--- config.mk ---
export PLATFORM = sky130hd
export DESIGN_NAME = tx_packet_generator
export DESIGN_NICKNAME = d
export VERILOG_FILES = /design/src/rtl/tx_gen_pkg.sv /design/src/rtl/rr_arbiter.sv /design/src/rtl/tx_packet_generator.sv
export SDC_FILE = /design/constraint.sdc
export NUM_CORES = 1
export LEC_CHECK = 0
export ABC_AREA = 1
export BUFFER_PORTS_ARGS = -buffer_cell sky130_fd_sc_hd__buf_2
export CAP_MARGIN = 15
export CORE_ASPECT_RATIO = 1.4
export CORE_MARGIN = 2
export CORE_UTILIZATION = 25
export CTS_CLUSTER_SIZE = 12
export DETAILED_ROUTE_END_ITERATION = 7
export GPL_ROUTABILITY_DRIVEN = 0
export MAX_ROUTING_LAYER = met4
export PLACE_DENSITY = 0.44
export SYNTH_ARGS = -nofsm -noshare
export SYNTH_HDL_FRONTEND = slang
export SYNTH_SLANG_ARGS = --single-unit
--- constraint.sdc ---
create_clock -name clk_in -period 3.2 [get_ports clk_in]
set_clock_uncertainty 0.1 [all_clocks]
set_input_delay 0.64 -clock clk_in [delete_from_list [all_inputs] [get_ports clk_in]]
set_output_delay 0.64 -clock clk_in [all_outputs]
set_load 0.03 [all_outputs]
--- src/rtl/tx_gen_pkg.sv ---
// Shared constants, enums and the LFSR step for the TX packet generator.
// Holds no logic of its own, so it adds no latency and has no backpressure.
package tx_gen_pkg;

  localparam logic [7:0]  SYNC_BYTE  = 8'hA5;
  localparam logic [7:0]  CONST_BYTE = 8'h5A;
  localparam logic [31:0] LFSR_TAPS  = 32'h8020_0003;
  localparam logic [31:0] LFSR_SEED  = 32'hFFFF_FFFF;

  typedef enum logic [1:0] {
    MODE_OFF    = 2'd0,
    MODE_SINGLE = 2'd1,
    MODE_CONT   = 2'd2,
    MODE_RSVD   = 2'd3
  } mode_e;

  typedef enum logic [1:0] {
    PAT_COUNT = 2'd0,
    PAT_LFSR  = 2'd1,
    PAT_WALK  = 2'd2,
    PAT_CONST = 2'd3
  } pattern_e;

  typedef enum logic [2:0] {
    ST_IDLE,
    ST_ARB,
    ST_HDR,
    ST_PAY,
    ST_TRL
  } state_e;

  // Galois form: shift right, fold the taps back in when a one drops out.
  function automatic logic [31:0] lfsr_step(input logic [31:0] v);
    return v[0] ? ((v >> 1) ^ LFSR_TAPS) : (v >> 1);
  endfunction

endpackage

--- src/rtl/rr_arbiter.sv ---
// Round-robin pick of the first requester strictly after `last`, wrapping around.
// Purely combinational (zero latency); the pointer register lives in the parent.
module rr_arbiter #(
  parameter int N  = 4,
  parameter int IW = (N > 1) ? $clog2(N) : 1
) (
  input  logic [N-1:0]  req,
  input  logic [IW-1:0] last,
  output logic [IW-1:0] grant_idx,
  output logic          grant_valid
);

  function automatic int wrap_idx(input int base, input int off);
    int s;
    s = base + off;
    return (s >= N) ? s - N : s;
  endfunction

  // Scan farthest to nearest so the nearest requester after `last` wins.
  always_comb begin
    grant_idx   = '0;
    grant_valid = 1'b0;
    for (int k = N; k >= 1; k--) begin
      if (req[IW'(wrap_idx(int'(last), k))]) begin
        grant_idx   = IW'(wrap_idx(int'(last), k));
        grant_valid = 1'b1;
      end
    end
  end

endmodule

--- src/rtl/tx_packet_generator.sv ---
// Framed test-packet source (header, payload, XOR trailer) over round-robin channels.
// Trigger edge to ARB 3 cycles, ARB to first write 1 cycle; tx_full stalls state and tx_data.
module tx_packet_generator
  import tx_gen_pkg::*;
#(
  parameter int DATA_W   = 32,
  parameter int CHANNELS = 4,
  parameter int LEN_W    = 12
) (
  input  logic                clk_in,
  input  logic                rst_in,
  input  logic                trigger,
  input  logic [1:0]          mode,
  input  logic [1:0]          pattern_sel,
  input  logic [CHANNELS-1:0] chan_en,
  input  logic [LEN_W-1:0]    pkt_len,
  input  logic                tx_full,
  output logic                tx_write,
  output logic [DATA_W-1:0]   tx_data,
  output logic                busy,
  output logic [31:0]         pkt_count
);

  localparam int CH_W = (CHANNELS > 1) ? $clog2(CHANNELS) : 1;
  localparam int WK_W = $clog2(DATA_W);
  localparam int REP  = (DATA_W + 31) / 32;

  state_e             state_q, state_d;
  logic [2:0]         sync_q, sync_d;
  logic [CH_W-1:0]    last_q, last_d, chan_q, chan_d, grant_idx;
  logic               grant_valid;
  logic [LEN_W-1:0]   len_q, len_d, rem_q, rem_d;
  pattern_e           pat_q, pat_d;
  logic [WK_W-1:0]    walk_q, walk_d, walk_nxt;
  logic [31:0]        lfsr_q, lfsr_d, lfsr_nxt, pkt_count_q, pkt_count_d;
  logic [DATA_W-1:0]  xor_q, xor_d, tx_data_q, tx_data_d;
  logic [DATA_W-1:0]  cnt_cur, cnt_nxt, hdr_word;
  logic [DATA_W-1:0]  cnt_q [CHANNELS];
  logic [DATA_W-1:0]  cnt_d [CHANNELS];
  logic               trig_edge, any_en, start;
  mode_e              mode_s;

  function automatic logic [DATA_W-1:0] pat_word(input pattern_e p, input logic [DATA_W-1:0] c,
                                                 input logic [31:0] l, input logic [WK_W-1:0] w);
    logic [REP*32-1:0] rep;
    rep = {REP{l}};
    case (p)
      PAT_COUNT: pat_word = c;
      PAT_LFSR:  pat_word = rep[DATA_W-1:0];
      PAT_WALK:  pat_word = {{(DATA_W-1){1'b0}}, 1'b1} << w;
      default:   pat_word = {(DATA_W/8){CONST_BYTE}};
    endcase
  endfunction

  rr_arbiter #(.N(CHANNELS), .IW(CH_W)) u_arb (
    .req         (chan_en),
    .last        (last_q),
    .grant_idx   (grant_idx),
    .grant_valid (grant_valid)
  );

  assign mode_s    = mode_e'(mode);
  assign any_en    = |chan_en;
  assign trig_edge = sync_q[1] & ~sync_q[2];
  assign start     = any_en & (((mode_s == MODE_SINGLE) & trig_edge) | (mode_s == MODE_CONT));
  assign sync_d    = {sync_q[1:0], trigger};
  assign cnt_cur   = cnt_q[chan_q];
  assign cnt_nxt   = cnt_cur + DATA_W'(1);
  assign lfsr_nxt  = lfsr_step(lfsr_q);
  assign walk_nxt  = (walk_q == WK_W'(DATA_W - 1)) ? '0 : walk_q + WK_W'(1);

  always_ff @(posedge clk_in) begin
    if (rst_in) begin
      state_q     <= ST_IDLE;
      sync_q      <= '0;
      last_q      <= CH_W'(CHANNELS - 1);
      chan_q      <= '0;
      len_q       <= '0;
      rem_q       <= '0;
      pat_q       <= PAT_COUNT;
      walk_q      <= '0;
      lfsr_q      <= LFSR_SEED;
      xor_q       <= '0;
      tx_data_q   <= '0;
      pkt_count_q <= '0;
      for (int i = 0; i < CHANNELS; i++) cnt_q[i] <= '0;
    end else begin
      state_q     <= state_d;
      sync_q      <= sync_d;
      last_q      <= last_d;
      chan_q      <= chan_d;
      len_q       <= len_d;
      rem_q       <= rem_d;
      pat_q       <= pat_d;
      walk_q      <= walk_d;
      lfsr_q      <= lfsr_d;
      xor_q       <= xor_d;
      tx_data_q   <= tx_data_d;
      pkt_count_q <= pkt_count_d;
      cnt_q       <= cnt_d;
    end
  end

  // Mode is only looked at in IDLE and on the trailer write; a started packet always finishes.
  always_comb begin
    state_d = state_q;
    case (state_q)
      ST_IDLE: if (start) state_d = ST_ARB;
      ST_ARB:  state_d = grant_valid ? ST_HDR : ST_IDLE;
      ST_HDR:  if (tx_write) state_d = (len_q == '0) ? ST_TRL : ST_PAY;
      ST_PAY:  if (tx_write && rem_q == LEN_W'(1)) state_d = ST_TRL;
      ST_TRL:  if (tx_write) state_d = (mode_s == MODE_CONT && any_en) ? ST_ARB : ST_IDLE;
      default: state_d = ST_IDLE;
    endcase
  end

  always_comb begin
    hdr_word        = '0;
    hdr_word[31:24] = SYNC_BYTE;
    hdr_word[23:16] = 8'(grant_idx);
    hdr_word[15:0]  = 16'(pkt_len);
  end

  // tx_data always holds the word the next write will emit; pattern state advances per payload write.
  always_comb begin
    last_d      = last_q;
    chan_d      = chan_q;
    len_d       = len_q;
    rem_d       = rem_q;
    pat_d       = pat_q;
    walk_d      = walk_q;
    lfsr_d      = lfsr_q;
    xor_d       = xor_q;
    tx_data_d   = tx_data_q;
    pkt_count_d = pkt_count_q;
    cnt_d       = cnt_q;
    case (state_q)
      ST_ARB: begin
        if (grant_valid) begin
          last_d = grant_idx;
          chan_d = grant_idx;
        end
        len_d     = pkt_len;
        pat_d     = pattern_e'(pattern_sel);
        walk_d    = '0;
        xor_d     = '0;
        tx_data_d = hdr_word;
      end
      ST_HDR: if (tx_write) begin
        rem_d     = len_q;
        tx_data_d = (len_q == '0) ? '0 : pat_word(pat_q, cnt_cur, lfsr_q, walk_q);
      end
      ST_PAY: if (tx_write) begin
        xor_d  = xor_q ^ tx_data_q;
        rem_d  = rem_q - LEN_W'(1);
        walk_d = walk_nxt;
        if (pat_q == PAT_COUNT) cnt_d[chan_q] = cnt_nxt;
        if (pat_q == PAT_LFSR)  lfsr_d = lfsr_nxt;
        tx_data_d = (rem_q == LEN_W'(1)) ? (xor_q ^ tx_data_q)
                                         : pat_word(pat_q, cnt_nxt, lfsr_nxt, walk_nxt);
      end
      ST_TRL: if (tx_write) pkt_count_d = pkt_count_q + 32'd1;
      default: ;
    endcase
  end

  always_comb begin
    tx_write = ((state_q == ST_HDR) || (state_q == ST_PAY) || (state_q == ST_TRL))
               && !tx_full && !rst_in;
    busy     = (state_q != ST_IDLE);
  end

  assign tx_data   = tx_data_q;
  assign pkt_count = pkt_count_q;

endmodule
# Yosys cells after proc, flatten, opt, wreduce, memory -nomap -nowiden

Index checks and enable logic that the tools add are counted.

Output and inout bits: 66
Register bits: 297
Word-level logic and storage cells: 142

Reduce and logical (&&, ||, !) cells: 25
$lt $le $gt $ge: 10
Mux-type cells: 54
Bitwise logic cells: 8
Add/subtract/negate cells: 12
Equal/unequal tests: 15
Shift-type cells: 2

Operator list:

| kind                                               | count |
|---|---|
| two-way mux 32 bit                                 | 9 |
| one-hot mux 32 bit (3 select lines)                | 3 |
| bitwise mux 128 bit                                | 1 |
| adder 32 x 1 -> 32 bit, second input constant      | 2 |
| binary-select mux 32 bit (select 2 bit)            | 1 |
| demux 32 bit (select 2 bit)                        | 1 |
| one-hot mux 32 bit (2 select lines)                | 1 |
| << shifter 1 x 5 -> 32 bit, first input constant   | 2 |
| bitwise XOR 32 bit                                 | 1 |
| two-way mux 12 bit                                 | 2 |
| one-hot mux 12 bit (2 select lines)                | 1 |
| two-way mux 2 bit                                  | 9 |
| < comparator 2 x 4 -> 1 bit, second input constant | 4 |
| two-way mux 3 bit                                  | 5 |
| one-hot mux 3 bit (5 select lines)                 | 1 |
| two-way mux 1 bit                                  | 13 |
| == test 12 x 1 -> 1 bit, second input constant     | 1 |
| >= comparator 3 bit, second input constant         | 4 |
| logical NOT 12 bit                                 | 1 |
| AND reduction 3 bit                                | 4 |
| subtractor 12 x 1 -> 12 bit, second input constant | 1 |
| two-way mux 5 bit                                  | 2 |
| != test 2 bit, second input constant               | 5 |
| one-hot mux 5 bit (2 select lines)                 | 1 |
| other kinds (29)                                   | 51 |

# Longest topological paths before layout

Depth in word-level cells: 12
Depth in mapped cells: 20

# Hierarchy

From an unflattened synthesis, not the netlist that was laid out.

Cells, all modules: 2573
Area total of the unflattened synthesis: 16488.3 sq um

By module, submodules not included:

| module              | area each (sq um) | cells each | instances | seq. area each (sq um) |
|---|---|---|---|---|
| tx_packet_generator | 16261.8           | 2524       | 1         | 5945.7 |
| rr_arbiter          | 226.5             | 49         | 1         | 0.0 |

# Worst setup path after synthesis

OpenSTA, ideal clock, no wires.

Path type: input to register
Start point: in rst_in
End point: reg pkt_count_q[29] (netlist: pkt_count[29])
Arrival time: 2.192 ns
Setup slack: 0.793 ns
Cell stages on the path: 16
Setup time: 0.115 ns
Cell sequence: buf_6 > nor2_4 > nand3_2 > inv_2 > nand2_1 > nor2_1 > inv_1 > nor2_1 > inv_1 > nor2_4 > nand2_1 > nor2_1 > nand2_1 > nor2_1 > a21oi_1 > o21a_1

Word-level cells in the longest chain between the ends: 3

Ends and longest elaborated chain:

| element                       | RTL line                   | text |
|---|---|---|
| start, declared               | tx_packet_generator.sv:11  | `input logic rst_in,` |
| logical NOT 1 bit             | tx_packet_generator.sv:169 | `&& !tx_full && !rst_in;` |
| logical AND 1 bit             | tx_packet_generator.sv:169 |  |
| AND reduction 2 bit (no line) | -                          |  |
| end signal, assigned          | tx_packet_generator.sv:99  | `pkt_count_q <= pkt_count_d;` |
| end, declared                 | tx_packet_generator.sv:35  | `logic [31:0] lfsr_q, lfsr_d, lfsr_nxt, pkt_count_q, pkt_count_d;` |

Several ways; a longest one is shown, not always the timed one.
A chain may end at the register's enable or synchronous reset.

# Final worst setup path

Start point: reg pat_q[0]
End point: reg tx_data_q[21] (netlist: tx_data[21])

Word-level cells in the longest chain between the ends: 5
Elaborated cells on any way between the ends: 10
Those cells by class: eq/ne: 2; mux: 7; reduce/logical: 1

Ends and longest elaborated chain:

| element                               | RTL line                                               | text |
|---|---|---|
| start, declared                       | tx_packet_generator.sv:33                              | `pattern_e pat_q, pat_d;` |
| start signal, assigned                | tx_packet_generator.sv:94                              | `pat_q <= pat_d;` |
| == test 2 bit (tied with other cells) | tx_packet_generator.sv:47                              | `case (p)` |
| one-hot mux 32 bit (3 select lines)   | tx_packet_generator.sv:47                              |  |
| two-way mux 32 bit (on tied branches) | tx_packet_generator.sv:159, tx_packet_generator.sv:151 |  |
| two-way mux 32 bit (on tied branches) | tx_packet_generator.sv:153, tx_packet_generator.sv:149 |  |
| one-hot mux 32 bit (3 select lines) * | tx_packet_generator.sv:137                             | `case (state_q)` |
| end signal, assigned                  | tx_packet_generator.sv:98                              | `tx_data_q <= tx_data_d;` |
| end, declared                         | tx_packet_generator.sv:36                              | `logic [DATA_W-1:0] xor_q, xor_d, tx_data_q, tx_data_d;` |

Every way passes the cells marked *; elsewhere a longest branch is shown, timed or not. The select of a mux whose other input is x is not followed.

==> run summary <==
total global routing overflow = 0
Worst-Margin Slew = 0.680 ns
synth unique cells = 56
top-area cell type share of the netlist area = 0.360
Core ar. = 65400 sq um
die width = 221 um
worst-case reg-to-reg path depth = 10
GRT Resource Usage Total = 0.191
sequential fraction of the synthesis area = 0.360
IO Pins = 90
Max-Slew Margin vs Limit = 0.543
maxcap violations = 0
count leader, synth = nand2_1
die height = 308 um
clk slew on worst S/H paths = 0.06 ns
Tightest Hold Check Type = in2reg
Clk Latency, worst-skew pair = 0.53 ns
Post-Synth Simple-Gate Area = 0.311
Req. time, crit path = 3.55 ns
synthesized area = 16500 sq um
slowest stage cell on the critical path = clkinv_1
CP Launch Type = flip-flop
reg2reg end = tx_data[21]
wire per inst = 18.8 um
largest stage delay on the critical path = 0.60 ns
Cell Rows = 111
cell mode on critical path = nand2_1
Setup TNS = 0 ns
# setup viols final = 0
Layout Utilization = 0.296
crit-path max FO = 10
Design Area, Final = 19300 sq um
Gate Count Post-Synth = 2509
Critical Path End Type = flip-flop
status = complete, no violations
Num CTS Buffers = 35
flop2flop setup slack = 0.27 ns
deepest clock path buffer count = 3
cell taking the most area after synthesis = dfxtp_1
first-pass GRT wire length = 98600 um
Synth Warn # = 0
post-synthesis async set-or-reset flop share = 0
FILL cells = 7207
Yosys reg bits = 297
Hold Vio Cnt, Final = 0
antenna violations before repair = 0
Post-DP HPWL = 48900 um
Hold Startpoint = trigger
pwr dens = 615 nW/um^2
die area = 68200 sq um
cells along the critical path = inv_1 > nor2_1 > clkinv_1 > nor2_1 > a21oi_1 > o21ai_0 > nand2_1 > nand2_1 > nand2_1 > a21oi_1
routed vias = 16900
WHS Path Cells = 3
nets = 2616
largest net degree at the start of global routing = 117
EDFF count, synth = 0
FF-to-FF Start = pat_q[0]
diodes inserted = 0
crit path time final = 2.93 ns
period utilization = 0.917
Max IR drop VDD = 406 uV
main flop type after synthesis = dfxtp_1
post-synthesis mux area share = 0.000606
top cells by area, synth = dfxtp_1, nand2_1, o21ai_0, a21oi_1, nor2_1
RSZ-0062 raised after global routing = false
CTS Sinks = 297
Layout area overhead = 17.0%
layout cell share with drive strength beyond 1 = 0.121
vias in the first global route = 16600
post-layout power = 11.9 mW
Fmax achieved = 341 MHz
TritonCTS clock tree = yes
top post-synthesis cells by count = nand2_1, dfxtp_1, nor2_1
WHS Endpoint = sync_q[0]
vias per cell = 4.89
Antenna Nets Post-Route = 0
clock root cell = clkbuf_16
Iteration-0 DRC Markers = 1088
Crit Path Category = reg2reg
XOR/XNOR Fraction of Synth Area = 0.0320
Port Buffers = 89
post-synthesis compound-gate area fraction = 0.191
post-place instance area = 18100 sq um
CTS H-Tree Depth = 2
starting density of the core = 0.253
Adder-Cell Fraction of Synth Area = 0.00833
WP data arrival = 3.29 ns
final WL = 65100 um
syn_area_per_cell = 6.59 sq um
Lkg Pwr = 8.60 nW
largest family of logic cells by synthesized area = simple AND/OR/NAND/NOR gates
Post-Syn Nets = 2544
Pins Over Slew Limit = 0
DR pass1 iterations = 5
DRC Markers = 0
-- where the power goes --
part / switching [mW] / total [mW] / internal, mW
combinational: 2.43 / 3.40 / 0.970
clock: 1.66 / 4.20 / 2.54
sequential: 0.293 / 4.29 / 3.99
-- layout make-up --
class	count	area [sq um]	area share
clock inverters	9	123	0.00634
repair buffers	168	1170	0.0607
flip-flops and latches	297	5950	0.308
inverters	254	961	0.0497
clock buffers	53	1070	0.0551
multi-input cells	1825	9010	0.466
well taps	847	1060	0.0548
-- repair_timing --
action                                  in CTS  in global routing
endpoints found under the setup margin       0                  2
gates resized for setup                      0                  3
hold buffers                                 0                  0
buffers inserted                             0                  0
-- registers in the layout, indices dropped and copies added, names as in the netlist --
register,cells
last_q,2
state_q,3
walk_q,5
len_q,12
xor_q,32
rem_q,12
lfsr_q,32
pat_q,2
tx_data,32
cnt_q,128
chan_q,2
sync_q,3
pkt_count,32
-- worst max-delay path by stage --
stage / start / end / slack [ns]
global route: chan_q[0] / tx_data[30] / 0.04
global placement: chan_q[0] / tx_data[27] / 0.22
finish: pat_q[0] / tx_data[21] / 0.27
CTS: chan_q[0] / tx_data[27] / 0.22
floorplan: rst_in / pkt_count[29] / 0.79
detailed placement: chan_q[0] / tx_data[27] / 0.22
-- cell usage in the layout, fill, tap and decap left out, types with 5 or more instances in the layout --
master	instances
a211oi_1	31
a21oi_1	193
a31oi_1	10
buf_12	10
buf_2	88
buf_4	69
clkbuf_1	8
clkbuf_16	37
clkbuf_8	8
clkinv_2	5
dfxtp_1	295
ha_1	11
inv_1	239
inv_2	9
nand2_1	674
nand2_2	21
nand3_1	124
nand3_2	6
nand3b_1	7
nand4_1	26
nor2_1	253
nor2_2	23
nor2_4	16
nor3_1	31
nor4_1	10
o2111ai_1	7
o211ai_1	56
o21a_1	5
o21ai_0	203
o21ai_1	10
o221ai_1	11
o22ai_1	9
xnor2_1	11
xor2_1	37
-- cells by family after synthesis --
group,after synthesis
xor+xnor,54
mux,1
simple gates,1204
compound gates,555
buf+inv,387
flops,297
fa+ha+maj,11
-- through the flow --
step                      cells  setup slack, ns  hold slack, ns
after floorplan            2509            0.793           0.288
after global placement     3391            0.220           0.301
after detailed placement   3391            0.221           0.299
after CTS                  3453            0.219           0.192
after global routing       3453           0.0351           0.221
final                      3453            0.266           0.216
-- layer usage --
metal  global-route usage  part of all wire  vias up
li1                     -                 -     8362
met1                0.204              0.40     7911
met2                0.351              0.51      443
met3               0.0187             0.036      164
met4               0.0954             0.054        0
met5                    -                 0        -
-- worst max-delay path, delay by kind of cell (launching register included) --
kind / cells / cell delay [ns]
simple gates: 5 / 1.16
buf+inv: 2 / 0.71
flops: 1 / 0.50
compound gates: 3 / 0.39
(Power assumes the default switching activity.)
